$ cat src/rtl/stdp_trace_array.sv
// Dopamine-modulated STDP engine: exponentially decaying pre/post traces and a
// saturating weight file, updated by a serial one-synapse-per-clock scan.
module stdp_trace_array #(
    parameter int N_SYN    = 8,
    parameter int WEIGHT_W = 16,
    parameter int TRACE_W  = 8,
    parameter int DECAY_SH = 3,
    parameter int A_PLUS   = 4,
    parameter int A_MINUS  = 3,
    parameter int W_MIN    = 0,
    parameter int W_MAX    = 4095,
    parameter int W_INIT   = 2048,
    parameter int IDX_W    = $clog2(N_SYN)
) (
    input  logic                     clk,
    input  logic                     rst,
    input  logic                     clk_en,
    input  logic [N_SYN-1:0]         pre_spk_i,
    input  logic                     post_spk_i,
    input  logic [7:0]               dopamine_i,
    input  logic [IDX_W-1:0]         rd_idx_i,
    output logic [WEIGHT_W-1:0]      rd_weight_o,
    output logic                     busy_o,
    output logic                     upd_valid_o,
    output logic [IDX_W-1:0]         upd_idx_o,
    output logic signed [WEIGHT_W:0] upd_dw_o,
    output logic                     dropped_o
);
    localparam logic [TRACE_W-1:0]        TRACE_MAX = '1;
    localparam logic [IDX_W-1:0]          LAST_IDX  = IDX_W'(N_SYN - 1);
    localparam logic signed [WEIGHT_W+1:0] W_MIN_X  = (WEIGHT_W+2)'(W_MIN);
    localparam logic signed [WEIGHT_W+1:0] W_MAX_X  = (WEIGHT_W+2)'(W_MAX);

    typedef enum logic {IDLE, SCAN} state_t;

    typedef struct packed {
        logic                          post;
        logic [N_SYN-1:0]              pre;
        logic [3:0]                    da;
        logic [N_SYN-1:0][TRACE_W-1:0] pre_tr;
        logic [TRACE_W-1:0]            post_tr;
    } snap_t;

    logic [N_SYN-1:0][TRACE_W-1:0] pre_tr;
    logic [TRACE_W-1:0]            post_tr;
    logic [WEIGHT_W-1:0]           weight [N_SYN];

    state_t           state;
    logic [IDX_W-1:0] idx;
    snap_t            act, pend, snap;
    logic             pend_full;
    logic             ev;
    logic             unused_da;

    function automatic logic [TRACE_W-1:0] decay(input logic [TRACE_W-1:0] tr, input logic spk);
        logic [TRACE_W-1:0] d;
        d = tr >> DECAY_SH;
        if (d == '0 && tr != '0) d = TRACE_W'(1);
        return spk ? TRACE_MAX : tr - d;
    endfunction

    always_ff @(posedge clk or posedge rst) begin
        if (rst) begin
            pre_tr  <= '0;
            post_tr <= '0;
        end else if (clk_en) begin
            for (int unsigned i = 0; i < N_SYN; i++)
                pre_tr[i] <= decay(pre_tr[i], pre_spk_i[i]);
            post_tr <= decay(post_tr, post_spk_i);
        end
    end

    // Snapshot holds the traces as they stood before this edge's decay/reload,
    // so a coincident pre/post pair contributes nothing.
    assign ev        = clk_en & (post_spk_i | (|pre_spk_i));
    assign snap      = {post_spk_i, pre_spk_i, dopamine_i[7:4], pre_tr, post_tr};
    assign unused_da = ^dopamine_i[3:0];

    logic signed [31:0]         raw, prod;
    logic signed [WEIGHT_W:0]   dw;
    logic signed [WEIGHT_W+1:0] sum;
    logic [WEIGHT_W-1:0]        cur_w, new_w;

    always_comb begin
        cur_w = weight[idx];
        raw   = '0;
        if (act.post)     raw = raw + A_PLUS * $signed(32'(act.pre_tr[idx]));
        if (act.pre[idx]) raw = raw - A_MINUS * $signed(32'(act.post_tr));
        prod = raw * $signed(32'(act.da));
        dw   = (WEIGHT_W+1)'(prod >>> TRACE_W);
        sum  = $signed({2'b00, cur_w}) + (WEIGHT_W+2)'(dw);
        if (sum < W_MIN_X)      new_w = WEIGHT_W'(W_MIN);
        else if (sum > W_MAX_X) new_w = WEIGHT_W'(W_MAX);
        else                    new_w = sum[WEIGHT_W-1:0];
    end

    always_ff @(posedge clk or posedge rst) begin
        if (rst) begin
            state       <= IDLE;
            idx         <= '0;
            act         <= '0;
            pend        <= '0;
            pend_full   <= 1'b0;
            busy_o      <= 1'b0;
            upd_valid_o <= 1'b0;
            upd_idx_o   <= '0;
            upd_dw_o    <= '0;
            dropped_o   <= 1'b0;
            for (int unsigned i = 0; i < N_SYN; i++)
                weight[i] <= WEIGHT_W'(W_INIT);
        end else begin
            upd_valid_o <= 1'b0;
            upd_idx_o   <= '0;
            upd_dw_o    <= '0;
            dropped_o   <= 1'b0;
            case (state)
                IDLE: begin
                    // A pending event left by a final-edge arrival starts first.
                    if (pend_full) begin
                        act    <= pend;
                        state  <= SCAN;
                        busy_o <= 1'b1;
                        idx    <= '0;
                        if (ev) pend <= snap;
                        else    pend_full <= 1'b0;
                    end else if (ev) begin
                        act    <= snap;
                        state  <= SCAN;
                        busy_o <= 1'b1;
                        idx    <= '0;
                    end
                end
                SCAN: begin
                    weight[idx] <= new_w;
                    upd_valid_o <= 1'b1;
                    upd_idx_o   <= idx;
                    upd_dw_o    <= dw;
                    if (idx == LAST_IDX) begin
                        idx <= '0;
                        if (pend_full) begin
                            act       <= pend;
                            pend_full <= 1'b0;
                            dropped_o <= ev;
                        end else begin
                            state  <= IDLE;
                            busy_o <= 1'b0;
                            if (ev) begin
                                pend      <= snap;
                                pend_full <= 1'b1;
                            end
                        end
                    end else begin
                        idx <= idx + 1'b1;
                        if (ev) begin
                            if (pend_full) begin
                                dropped_o <= 1'b1;
                            end else begin
                                pend      <= snap;
                                pend_full <= 1'b1;
                            end
                        end
                    end
                end
                default: begin
                    state  <= IDLE;
                    busy_o <= 1'b0;
                end
            endcase
        end
    end

    always_ff @(posedge clk or posedge rst) begin
        if (rst) rd_weight_o <= '0;
        else     rd_weight_o <= (32'(rd_idx_i) < 32'(N_SYN)) ? weight[rd_idx_i] : '0;
    end

endmodule

$ cat config.mk
export PLATFORM = sky130hd
export DESIGN_NAME = stdp_trace_array
export DESIGN_NICKNAME = d
export VERILOG_FILES = /design/src/rtl/stdp_trace_array.sv
export SDC_FILE = /design/constraint.sdc
export NUM_CORES = 1
export LEC_CHECK = 0
export CORE_MARGIN = 2
export CORE_UTILIZATION = 65
export CTS_BUF_LIST = sky130_fd_sc_hd__clkbuf_4
export DETAILED_ROUTE_END_ITERATION = 8
export PLACE_DENSITY = 0.83
export SLEW_MARGIN = 0
export SYNTH_ARGS = -nofsm -noshare
export SYNTH_HDL_FRONTEND = slang
export SYNTH_SLANG_ARGS = --single-unit
$ cat constraint.sdc
create_clock -name clk -period 19 [get_ports clk]
set_input_delay 2.85 -clock clk [delete_from_list [all_inputs] [get_ports clk]]
set_output_delay 2.85 -clock clk [all_outputs]
set_load 0.005 [all_outputs]
==> flow_summary.json <==
{
  "drtIter0Drc": 1188,
  "antenna_found_initial": 1,
  "core_area_um2": 36800,
  "finalCriticalPeriod_ps": 11000,
  "tightestPinTransition_ps": 1270,
  "cts.sinks": 414,
  "synth_edf_count": 0,
  "crit_path_end_kind": "flop",
  "crit_type": "reg2reg",
  "synth_seq_cells": 414,
  "start_kind": "flop",
  "final_hold_viol_count": 0,
  "worstSkewPairLatency_ps": 820,
  "place.gp.congestion": 0.894,
  "rsz0062_at_grt": "no",
  "syn_avg_cell_area_um2": 10.6,
  "critPathArrivalTime_ps": 11680,
  "drt-pass1-iter-count": 5,
  "finalWirelength_um": 54900,
  "critPathMaxStageDelay_ps": 760,
  "cts_buffer_depth": 3,
  "stdcell_count": 2886,
  "required_ps": 19690,
  "fin_crit_sh_pct": 57.9,
  "start_util_pct": 66.3,
  "cts_resized": 0,
  "drv_slew": 0,
  "regToRegSetupSlack_ps": 8000,
  "num_vias": 17800,
  "grt-ovfl-total": 0,
  "ant_nets": 0,
  "synth.area.top_cells": "dfrtp_1, mux4_2, ha_1, o21ai_0, mux2i_1",
  "dp_cells": 2705,
  "cts-buffers-inserted": 105,
  "dieArea_um2": 39100,
  "grt_usage_pct": 29.4,
  "crit_top_cell": "a21oi_1",
  "yosys_warnings": 0,
  "cp_max_fo": 44,
  "wl_per_cell_um": 19.0,
  "netlist_instances": 2296,
  "grt_max_degree": 122,
  "cts_root_buf": "clkbuf_4",
  "setup_ws_ps": 8000,
  "hold_buffers": 0,
  "drive_above_1_share_pct": 14.9,
  "clkTransAtPathRegs_ps": 60,
  "drcViolationCount": 0,
  "outcome": "completed",
  "routed_via_density": 6.17,
  "final_cell_mix": "dfrtp_1, nand2_1, o21ai_0",
  "fin_worst_skew_ps": 48.2,
  "slowest_stage": "buf_4",
  "synth_largest_area_cell": "dfrtp_1",
  "cts_max_level": 3,
  "min_path_type": "reg2reg",
  "syn_area_um2": 24400,
  "cts_tree": "done",
  "place_ws_ps": 8130,
  "final-setup-viol-count": 0,
  "final.setup.tns_ps": 0,
  "numPortBuffers": 57,
  "max_cap_viol_count": 0,
  "num_rows": 70,
  "ios": 62,
  "synthFlopType": "dfrtp_1",
  "post-cts-setup-buffer-count": 0,
  "die_w_um": 198,
  "grt_pass1_wl_um": 90900,
  "grt_pass1_vias": 18300,
  "max_freq_mhz": 90.9,
  "synthArstFlopShare_pct": 100,
  "final_common_cell": "dfrtp_1",
  "synth_nets": 2490,
  "hpwl_um": 36500,
  "yosys.area.top_type_share_pct": 41.7,
  "area_growth_pct": 8.53,
  "relSlewSlack_pct": 15.1,
  "die_h_um": 198,
  "ys_types": 65,
  "seq_area_frac_synth_pct": 42.5,
  "nets": 2538
}
-- cells in the mapped netlist (5+ instances only) --
cell / n
mux2_2: 65
inv_1: 178
a22o_1: 98
o211ai_1: 6
nand2_1: 226
and3_1: 21
mux2i_1: 99
a31oi_1: 16
a311o_1: 5
nand2b_1: 6
a21oi_1: 84
a22oi_1: 8
mux4_2: 82
nor3_1: 42
xor2_1: 29
nand3_1: 15
clkbuf_1: 110
fa_1: 49
o21ai_0: 213
ha_1: 122
nor2_1: 99
nand4_1: 13
nor2b_1: 21
o21a_1: 13
dfrtp_1: 406
buf_1: 18
and2_1: 79
a21o_1: 15
xnor2_1: 51
o21bai_1: 20
nand3_4: 8
dfstp_2: 8
buf_2: 6
-- area by class of cell --
type,instances,area (um2)
Multi-Input combinational cell,1566,12900
Sequential cell,414,10400
Fill cell,2519,10300
Clock buffer,148,1110
Timing Repair Buffer,78,718
Inverter,179,679
Tap cell,468,586
Clock inverter,32,145
Antenna cell,1,2.50
-- metal layers --
| layer | GRT usage, % | part of all wire (%) | vias to the layer above |
|---|---|---|---|
| met1 | 38.4 | 41 | 8779 |
| met3 | 5.43 | 6.5 | 145 |
| met2 | 47.7 | 48 | 642 |
| met4 | 14.4 | 3.9 | 0 |
| met5 | 0 | 0 | - |
| li1 | - | - | 8228 |
-- worst max-delay path, delay by kind of cell (launching register included) --
family	cells	cell delay, ps
AO/OA/AOI/OAI	20	5070
adder cells (fa/ha/maj)	6	2380
buffers and inverters	4	1190
multiplexers	2	810
flip-flops	1	610
AND/OR/NAND/NOR	3	450
XOR/XNOR	1	280
-- logic make-up (layout without fill, tap and decap cells) --
group,count (synthesis),after routing,synth area share [%]
compound gates,511,511,13.3
xor+xnor,81,81,2.94
fa+ha+maj,171,171,10.3
buf+inv,316,437,4.97
flops,414,414,42.5
mux,248,248,14.7
other cells,0,1,0
simple gates,555,555,11.3
-- stage by stage --
| step | utilization [%] | hold WS [ps] | area, um2 |
|---|---|---|---|
| after floorplan | - | 372 | 24400 |
| after CTS | 71.9 | 483 | 26500 |
| after global placement | 68.5 | 458 | 25200 |
| after detailed placement | 68.5 | 469 | 25200 |
| final | 72.0 | 477 | 26500 |
| after global routing | 72.0 | 497 | 26500 |
-- flip-flops by register name, indices dropped and copies added, names as in the netlist, 3 cells and up --
signal,cells
pre_tr,64
rd_weight_o,16
act,85
idx,3
weight,128
upd_idx_o,3
post_tr,8
upd_dw_o,17
pend,85
-- final timing paths --
kind	startpoint	end	cells past startpoint
worst max-delay path	idx[0]$_DFFE_PP0P_	weight[84]$_DFFE_PP0P_	36
worst min-delay path	pend[0]$_DFFE_PP0P_	pend[0]$_DFFE_PP0P_	2
worst max register to register	idx[0]$_DFFE_PP0P_	weight[84]$_DFFE_PP0P_	36
worst min register to register	pend[0]$_DFFE_PP0P_	pend[0]$_DFFE_PP0P_	2
max in group asynchronous	rst	weight[47]$_DFFE_PP0P_	4
min in group asynchronous	rst	dropped_o$_DFF_PP0_	2
Power is not shown: default switching activity piles up to over one toggle a cycle in this logic, so the estimate is an artifact.
